### src/rtl/tetris_pkg.sv
// -----------------------------------------------------------------------------
// tetris_pkg
// Shared definitions for the dual-player Tetris design.
//   COLS / ROWS     : playfield geometry (row 0 is the top row)
//   color_e         : cell colour codes, 0 = empty, 1..7 = tetromino colours
//   state_t, ST_*   : board_store sequencer states
//   cell_addr()     : linear cell address row*cols+col, as used by the display
// -----------------------------------------------------------------------------
package tetris_pkg;

   localparam int COLS = 10;
   localparam int ROWS = 20;

   typedef enum logic [2:0] {
      CELL_EMPTY = 3'd0,
      PIECE_I    = 3'd1,
      PIECE_J    = 3'd2,
      PIECE_L    = 3'd3,
      PIECE_O    = 3'd4,
      PIECE_S    = 3'd5,
      PIECE_T    = 3'd6,
      PIECE_Z    = 3'd7
   } color_e;

   typedef logic [1:0] state_t;
   localparam state_t ST_IDLE  = 2'd0;
   localparam state_t ST_SCAN  = 2'd1;
   localparam state_t ST_SHIFT = 2'd2;
   localparam state_t ST_DONE  = 2'd3;

   function automatic logic [7:0] cell_addr(input int row, input int col, input int cols);
      return 8'(row * cols + col);
   endfunction

endpackage

### src/rtl/board_query.sv
// -----------------------------------------------------------------------------
// board_query
// Combinational collision check of four query cells against the playfield.
//   occ            in  ROWS*COLS  occupancy bit per cell, index row*COLS+col
//   qx1..qy4       in  5 each     query cells (column, row)
//   qhit           out 1          any query cell is out of bounds or occupied
// -----------------------------------------------------------------------------
module board_query #(
   parameter int COLS = tetris_pkg::COLS,
   parameter int ROWS = tetris_pkg::ROWS
) (
   input  logic [ROWS*COLS-1:0] occ,
   input  logic [4:0]           qx1,
   input  logic [4:0]           qy1,
   input  logic [4:0]           qx2,
   input  logic [4:0]           qy2,
   input  logic [4:0]           qx3,
   input  logic [4:0]           qy3,
   input  logic [4:0]           qx4,
   input  logic [4:0]           qy4,
   output logic                 qhit
);
   import tetris_pkg::*;

   logic [4:0] qx [4];
   logic [4:0] qy [4];
   logic [3:0] hit;

   assign qx[0] = qx1;  assign qy[0] = qy1;
   assign qx[1] = qx2;  assign qy[1] = qy2;
   assign qx[2] = qx3;  assign qy[2] = qy3;
   assign qx[3] = qx4;  assign qy[3] = qy4;

   genvar gi;
   generate
      for (gi = 0; gi < 4; gi++) begin : g_q
         // Out-of-bounds cells count as walls; the occupancy lookup is only
         // selected when the coordinate lies inside the board.
         assign hit[gi] = (int'(qx[gi]) >= COLS || int'(qy[gi]) >= ROWS) ? 1'b1 :
                          occ[cell_addr(int'(qy[gi]), int'(qx[gi]), COLS)];
      end
   endgenerate

   assign qhit = |hit;

endmodule

### src/rtl/board_store.sv
// -----------------------------------------------------------------------------
// board_store
// Per-player playfield memory. Locks pieces in, clears full rows bottom-up
// and collapses the rows above, reports lines cleared and top-out.
//   pclk, rstn          clock, asynchronous active-low reset
//   clr                 synchronous new-game clear (highest priority)
//   lock_req            lock the piece given by x1..y4 with colour color
//   raddr / rdata       combinational display read, 0 for empty or raddr>=ROWS*COLS
//   qx1..qy4 / qhit     combinational collision query
//   busy                lock/clear sequence in progress
//   done                one-cycle pulse at end of sequence
//   lines               rows cleared by the last sequence (saturates at 7)
//   fail                sticky top-out flag
// -----------------------------------------------------------------------------
module board_store #(
   parameter int COLS        = tetris_pkg::COLS,
   parameter int ROWS        = tetris_pkg::ROWS,
   parameter int DANGER_ROWS = 3
) (
   input  logic       pclk,
   input  logic       rstn,
   input  logic       clr,
   input  logic       lock_req,
   input  logic [4:0] x1,
   input  logic [4:0] y1,
   input  logic [4:0] x2,
   input  logic [4:0] y2,
   input  logic [4:0] x3,
   input  logic [4:0] y3,
   input  logic [4:0] x4,
   input  logic [4:0] y4,
   input  logic [2:0] color,
   input  logic [7:0] raddr,
   output logic [2:0] rdata,
   input  logic [4:0] qx1,
   input  logic [4:0] qy1,
   input  logic [4:0] qx2,
   input  logic [4:0] qy2,
   input  logic [4:0] qx3,
   input  logic [4:0] qy3,
   input  logic [4:0] qx4,
   input  logic [4:0] qy4,
   output logic       qhit,
   output logic       busy,
   output logic       done,
   output logic [2:0] lines,
   output logic       fail
);
   import tetris_pkg::*;

   // Flop storage: whole-row moves and a same-cycle display read rule out RAM.
   logic [2:0]           cells [ROWS][COLS];
   logic [2:0]           flat  [ROWS*COLS];
   logic [ROWS*COLS-1:0] occ;
   logic [ROWS-1:0]      row_full;
   logic [ROWS-1:0]      row_any;

   state_t     state_reg;
   logic [4:0] r_reg;       // row under scan
   logic [4:0] k_reg;       // row being refilled from the row above
   logic       busy_reg;
   logic [2:0] lines_reg;
   logic       fail_reg;

   logic [4:0] px [4];
   logic [4:0] py [4];

   assign px[0] = x1;  assign py[0] = y1;
   assign px[1] = x2;  assign py[1] = y2;
   assign px[2] = x3;  assign py[2] = y3;
   assign px[3] = x4;  assign py[3] = y4;

   genvar gi, gj;
   generate
      for (gi = 0; gi < ROWS; gi++) begin : g_row
         logic [COLS-1:0] nz;
         for (gj = 0; gj < COLS; gj++) begin : g_col
            assign nz[gj]               = |cells[gi][gj];
            assign flat[gi*COLS + gj]   = cells[gi][gj];
            assign occ[gi*COLS + gj]    = nz[gj];
         end
         assign row_full[gi] = &nz;
         assign row_any[gi]  = |nz;
      end
   endgenerate

   always_comb begin
      rdata = 3'd0;
      if (int'(raddr) < ROWS*COLS)
         rdata = flat[raddr];
   end

   board_query #(.COLS(COLS), .ROWS(ROWS)) u_query (
      .occ  (occ),
      .qx1  (qx1), .qy1 (qy1),
      .qx2  (qx2), .qy2 (qy2),
      .qx3  (qx3), .qy3 (qy3),
      .qx4  (qx4), .qy4 (qy4),
      .qhit (qhit)
   );

   always_ff @(posedge pclk or negedge rstn) begin
      if (!rstn) begin
         for (int rr = 0; rr < ROWS; rr++)
            for (int c = 0; c < COLS; c++)
               cells[rr][c] <= 3'd0;
         state_reg <= ST_IDLE;
         r_reg     <= 5'd0;
         k_reg     <= 5'd0;
         busy_reg  <= 1'b0;
         lines_reg <= 3'd0;
         fail_reg  <= 1'b0;
      end else if (clr) begin
         for (int rr = 0; rr < ROWS; rr++)
            for (int c = 0; c < COLS; c++)
               cells[rr][c] <= 3'd0;
         state_reg <= ST_IDLE;
         r_reg     <= 5'd0;
         k_reg     <= 5'd0;
         busy_reg  <= 1'b0;
         lines_reg <= 3'd0;
         fail_reg  <= 1'b0;
      end else begin
         case (state_reg)
            ST_IDLE: begin
               if (lock_req) begin
                  // Out-of-range coordinates never match a row/column and are
                  // therefore dropped; duplicates just write the same colour.
                  for (int rr = 0; rr < ROWS; rr++)
                     for (int c = 0; c < COLS; c++)
                        for (int p = 0; p < 4; p++)
                           if (int'(py[p]) == rr && int'(px[p]) == c)
                              cells[rr][c] <= color;
                  lines_reg <= 3'd0;
                  busy_reg  <= 1'b1;
                  r_reg     <= 5'(ROWS - 1);
                  state_reg <= ST_SCAN;
               end
            end
            ST_SCAN: begin
               if (row_full[r_reg]) begin
                  if (lines_reg != 3'd7)
                     lines_reg <= lines_reg + 3'd1;
                  k_reg     <= r_reg;
                  state_reg <= ST_SHIFT;
               end else if (r_reg == 5'd0) begin
                  state_reg <= ST_DONE;
               end else begin
                  r_reg <= r_reg - 5'd1;
               end
            end
            ST_SHIFT: begin
               for (int rr = 1; rr < ROWS; rr++)
                  if (int'(k_reg) == rr)
                     for (int c = 0; c < COLS; c++)
                        cells[rr][c] <= cells[rr-1][c];
               // The top row has nothing above it, so it is emptied on the
               // last shift step (k=1) or on its own when the target was row 0.
               if (k_reg <= 5'd1) begin
                  for (int c = 0; c < COLS; c++)
                     cells[0][c] <= 3'd0;
                  state_reg <= ST_SCAN;   // rescan same r: it holds new contents
               end else begin
                  k_reg <= k_reg - 5'd1;
               end
            end
            ST_DONE: begin
               busy_reg <= 1'b0;
               if (|row_any[DANGER_ROWS-1:0])
                  fail_reg <= 1'b1;
               state_reg <= ST_IDLE;
            end
            default: state_reg <= ST_IDLE;
         endcase
      end
   end

   assign busy  = busy_reg;
   assign done  = (state_reg == ST_DONE);
   assign lines = lines_reg;
   assign fail  = fail_reg;

endmodule

### config.mk
export PLATFORM = sky130hd
export DESIGN_NAME = board_store
export DESIGN_NICKNAME = d
export VERILOG_FILES = /design/src/rtl/tetris_pkg.sv /design/src/rtl/board_query.sv /design/src/rtl/board_store.sv
export SDC_FILE = /design/constraint.sdc
export NUM_CORES = 2
export LEC_CHECK = 0
export CORE_ASPECT_RATIO = 2
export CORE_MARGIN = 2
export CORE_UTILIZATION = 37
export DETAILED_ROUTE_END_ITERATION = 6
export RECOVER_POWER = 100
export SYNTH_ARGS = -nofsm -noshare
export SYNTH_HDL_FRONTEND = slang
export SYNTH_HIERARCHICAL = 1
export SYNTH_SLANG_ARGS = --single-unit
### constraint.sdc
create_clock -name pclk -period 4.3 [get_ports pclk]
set_input_delay 0.86 -clock pclk [delete_from_list [all_inputs] [get_ports pclk]]
set_output_delay 0.86 -clock pclk [all_outputs]
set_load 0.01 [all_outputs]
# After elaboration in Yosys (flattened, before gate mapping)
# Index checks and enable logic that the tools add are counted.
[word_totals]
register_bits = 617
output_inout_bits = 10
elab_cells = 2711
[classes]
mux = 867
multipliers = 4
n_addsub = 7
eq_ne = 362
n_reduce_logical = 1248
magnitude_cmp = 16
n_bitwise = 1
[ops]
columns = ["op", "n"]
rows = [
  ["two-way mux 3 bit", 807],
  ["two-way mux 600 bit", 2],
  ["!= test 6 bit, second input constant", 200],
  ["case mux 600 bit (2 select lines)", 1],
  ["AND reduction 4 bit", 202],
  ["logical AND 1 bit", 800],
  ["two-way mux 30 bit", 20],
  ["OR reduction 3 bit", 200],
  ["== test 5 bit, second input constant", 68],
  ["AND reduction 10 bit", 20],
  ["== test 5 x 4 -> 1 bit, second input constant", 36],
  ["== test 5 x 3 -> 1 bit, second input constant", 18],
  ["OR reduction 90 bit", 1],
  ["!= test 3 bit, second input constant", 27],
  ["== test 5 x 2 -> 1 bit, second input constant", 9],
  ["logical NOT 5 bit", 9],
  ["< comparator 8 x 9 -> 1 bit, second input constant", 4],
  ["two-way mux 5 bit", 7],
  ["adder 8 x 6 -> 8 bit", 4],
  ["binary-select mux 1 bit (select 8 bit)", 4],
  ["multiplier 5 x 3 -> 7 bit, second input constant", 4],
  ["binary-select mux 3 bit (select 8 bit)", 1],
  [">= comparator 5 x 4 -> 1 bit, second input constant", 4],
  [">= comparator 5 bit, second input constant", 4],
  ["24 further kinds", 53],
]

# Longest topological paths before layout
[logic_depth]
depth_word = 9
ltp_mapped = 12

# Hierarchy
# The synthesis kept the hierarchy.
[by_module_without_submodules]
columns = ["mod", "area_each_um2", "instances", "cells_each"]
rows = [
  ["board_store", 37332.1, 1, 4207],
  ["board_query", 8237.9, 1, 747],
]

# Least setup slack after synthesis
# OpenSTA, ideal clock, no wires.
[synth_timing]
path_kind = "input -> output"
startpoint = "input port qy4[1]"
endpoint = "output port qhit"
cell_stages = 11
path_slack_ps = -122
arrival_time_ps = 3562
required_ps = 3440
n_path_buf = 0
path_cell_list = "ha_1 -> ha_1 -> ha_1 -> a21oi_1 -> nand2_1 -> xnor2_1 -> mux4_2 -> mux2i_1 -> o31ai_1 -> nor4_1 -> nand4_1"
[synth_via]
elab_chain_cells = 6
[synth_lines]
columns = ["item", "line_no", "text"]
rows = [
  ["start, declared", "board_store.sv:42", "input logic [4:0] qy4,"],
  ["multiplier 5 x 3 -> 7 bit", "tetris_pkg.sv:32", "return 8'(row * cols + col);"],
  ["adder 8 x 6 -> 8 bit", "tetris_pkg.sv:32", ""],
  ["binary-select mux 1 bit (select 8 bit)", "board_query.sv:40", "occ[cell_addr(int'(qy[gi]), int'(qx[gi]), COLS)];"],
  ["two-way mux 1 bit (implied by the code)", "board_query.sv:40", ""],
  ["two-way mux 1 bit *", "board_query.sv:39", "assign hit[gi] = (int'(qx[gi]) >= COLS || int'(qy[gi]) >= ROWS) ? 1'b1 :"],
  ["OR reduction 4 bit *", "board_query.sv:44", "assign qhit = |hit;"],
  ["end, declared", "board_store.sv:43", "output logic qhit,"],
]
# Every way passes the cells marked *; elsewhere a longest branch is shown, timed or not. The select of a mux whose other input is x is not followed.

# Worst setup path after layout
[layout_timing]
startpoint = "input port qy1[0]"
endpoint = "output port qhit"
[layout_via]
elab_chain_cells = 6
[layout_lines]
columns = ["item", "line_no", "text"]
rows = [
  ["start, declared", "board_store.sv:36", "input logic [4:0] qy1,"],
  ["multiplier 5 x 3 -> 7 bit", "tetris_pkg.sv:32", ""],
  ["adder 8 x 6 -> 8 bit", "tetris_pkg.sv:32", ""],
  ["binary-select mux 1 bit (select 8 bit)", "board_query.sv:40", ""],
  ["two-way mux 1 bit (implied by the code)", "board_query.sv:40", ""],
  ["two-way mux 1 bit *", "board_query.sv:39", ""],
  ["OR reduction 4 bit *", "board_query.sv:44", ""],
]
# Marked as above.

==> summary.txt <==
Run status
  – Status: finished, violations left
  – Failing checks: design-rule violations, max-capacitance violations, max-slew violations, negative setup slack

Clocking
  – Clock Latency Late Sink: 0.72 ns
  – Total CTS buffers: 66
  – H-tree depth: 3
  – Root Driver: clkbuf_16
  – Clock Path Buffers: 3
  – CTS tree: built
  – Reg clk slew, reported paths: 0.06 ns
  – Hold Buf Count CTS: 0
  – Clk sinks: 617

Floorplan
  – Initial Utilization: 37.2%
  – # IOs: 105
  – Die width: 252 um
  – # rows: 182
  – Die ar.: 126,000 um^2
  – Die height: 500 um
  – Core Region: 123,000 um^2

Worst setup path
  – Worst Setup SP: qy1[0]
  – Reg2Reg Setup Slack: 0.01 ns
  – Max stage delay cell, worst path: fa_2
  – Critical Path Most Common Cell: mux4_2
  – Worst Reg-to-Reg Cells: 7
  – Req. time, crit path: 3.44 ns
  – Critical path capture point type: output pin
  – Startpoint Class: input port
  – Arrival @ worst endpoint: 3.82 ns
  – Worst reg2reg startpoint: state_reg[0]
  – Worst Setup Path Type: input port to output pin
  – CP Capture Point: qhit
  – Crit path largest cell delay: 0.59 ns
  – Worst-path fanout max: 5
  – Reg2Reg Capture Point: cells[87]
  – Ordered cell list for the critical path: buf_8, ha_4, fa_2, buf_12, mux4_2, mux4_2, nor3_2, a31oi_1, and4b_1, nor4_2, nand4_1, buf_2

Synthesis
  – #FFs+latches synth: 617
  – Synth Flop Type: dfrtp_1
  – Register area share after synthesis: 33.9%
  – Post-Synthesis Cells: 4,954
  – Number of synthesized flops with an enable pin: 0
  – Yosys warnings: 6
  – Fraction of registers with async set/reset: 100%
  – Unique cell type count in the Yosys netlist: 71
  – Syn Nets: 5,114
  – Syn Std Cell Area: 45,600 um^2
  – Syn_area_per_cell: 9.20 um^2

Global routing
  – GR Overflow Total: 0
  – All-layer global routing usage: 38.5%
  – First-pass GRT wire length: 352,000 um
  – Antenna violations before repair: 5
  – Vias in the first global route: 49,408
  – Largest net degree at the start of global routing: 162

Detailed routing
  – Met1 wire length: 85,600 um
  – Drt first pass iters: 7
  – Routed wire per std cell: 33.1 um
  – Wire length on met3: 29,900 um
  – Antenna Nets Post-Route: 0
  – Total Wirelength: 246,000 um
  – Post-route DRC: 34
  – Drt via density: 6.85
  – Vias: 51,023
  – Iteration-0 DRC Markers: 7,680
  – Routed wl met2: 105,000 um
  – Top layer in use: met5

Final layout
  – Fin util: 48.5%
  – Layout area overhead: 30.4%
  – Commonest non-fill, non-tap cells in the layout: 940 x buf_4, 824 x a21oi_1, 617 x dfrtp_1
  – Largest register FFs: 600
  – Proportion of layout cells with a drive suffix above 1: 29.4%
  – Fill cells: 11,433
  – Commonest non-fill, non-tap cell in the layout: buf_4
  – Fin area: 59,400 um^2
  – Final #Nets: 5,987

Placement
  – Post-place instance area: 55,900 um^2
  – Setup WS pre-CTS: -1.20 ns
  – Gp weighted congestion: 1.07
  – Port Buf Inserts: 104
  – Detailed placement HPWL: 186,000 um

Timing
  – Worst relative slew slack: -35.8%
  – # setup viols final: 95
  – Setup TNS: -5.72 ns
  – Min Tclk post-route: 4.68 ns
  – Final Max Tran Viols: 768
  – Fin crit share: 109%
  – Final hold viol count: 0
  – Final worst setup slack: -0.380 ns
  – Worst Skew: 0.0585 ns
  – Achievable Freq: 0.214 GHz
  – Slew of the pin with the lowest slew margin: 2.04 ns
  – RSZ-0062 raised after global routing: true
  – Worst hold slack: 0.524 ns

Worst hold path
  – Hold Crit Class: register to register

Pwr
  – Maximum ir drop on the vdd rail: 0.371 mV
  – Static leakage: 23.9 nW
  – Power per cell area: 524 nW/um^2

Run
  – MaxCap Viol Count: 11
-- worst max-delay path: cells and delay by family --
family	cells	cell delay [ns]
compound gates	1	0.06
fa+ha+maj	2	0.74
mux	2	0.89
simple gates	4	0.80
buf+inv	3	0.46
-- metal layers --
metal  up-vias  track usage [%]
met5         -            0.509
met4         8             30.9
met3      1128             11.7
met2      3990             56.9
met1     24877             46.3
li1      21020                -
-- cell usage after synthesis, drive strengths merged, types with 8 or more instances --
cell       n  area [um^2]
a21oi    835         4180
dfrtp    617        15400
nand2    514         1930
o21ai    444         2220
o22ai    376         2350
mux4     362         8180
clkbuf   314         1180
nor2     293         1100
or3      210         1310
o31ai    118          886
mux2i    100         1000
nand3     98          490
buf       80          484
nor3      66          330
ha        57          713
nand4     57          357
o31a      44          385
mux2      42          473
nor2b     38          238
xnor2     23          201
o221ai    22          193
a221oi    20          175
nand2b    17          106
a22oi     16          120
xor2      16          140
nor4      14         87.6
a31oi     13         81.3
inv       13         48.8
nor3b     13         97.6
a211oi    12          100
o211ai    11         82.6
fa         8          160
o2111ai    8         70.1
-- power by group --
group          total, mW  switching (mW)  internal (mW)  leakage [nW]
clock               6.29            2.77           3.52          1.13
combinational       16.4            9.41           6.98          14.9
sequential          8.45            1.16           7.29          7.81
total               31.1            13.3           17.8          23.9
-- through the flow --
stage,instances,total power [mW]
CTS,7434,30.3
global placement,7269,23.4
detailed placement,7269,23.7
finish,7447,31.1
floorplan,4954,15.4
global route,7442,32.0
-- worst min-delay path by stage --
stage	startpoint	to	slack, ns	depth (start not counted)
2_1_floorplan	cells[17]	cells[17]	0.46	2
3_3_place_gp	cells[17]	cells[17]	0.50	2
3_5_place_dp	cells[15]	cells[15]	0.51	2
6_report	fail	fail	0.52	2
4_1_cts	rstn	cells[456]	0.14	1
5_1_grt	cells[1]	cells[1]	0.55	2
-- kinds of logic after synthesis --
family,count (synthesis),share of synthesized area [%]
flip-flops,617,33.9
AO/OA/AOI/OAI,1963,24.6
adder cells (fa/ha/maj),65,1.92
buffers and inverters,410,3.78
XOR/XNOR,39,0.750
AND/OR/NAND/NOR,1356,13.9
multiplexers,504,21.2
-- area by class of cell --
| cell class | count | area [um^2] | share of cell area (%) |
|---|---|---|---|
| clock buffers | 91 | 1910 | 3.21 |
| multi-input cells | 3927 | 29200 | 49.2 |
| inverters | 16 | 62.6 | 0.105 |
| diodes | 5 | 12.5 | 0.0211 |
| flip-flops and latches | 617 | 15400 | 26.0 |
| well taps | 1564 | 1960 | 3.29 |
| repair buffers | 1199 | 10400 | 17.5 |
| clock inverters | 28 | 409 | 0.689 |
-- timing repair --
item,4_1_cts,5_1_grt
setup endpoints to repair,4,4
gates resized for setup,187,70
pin swaps,56,42
buffers inserted,40,7
cloned,8,1
No activity file was read; power rests on OpenSTA's default activity.
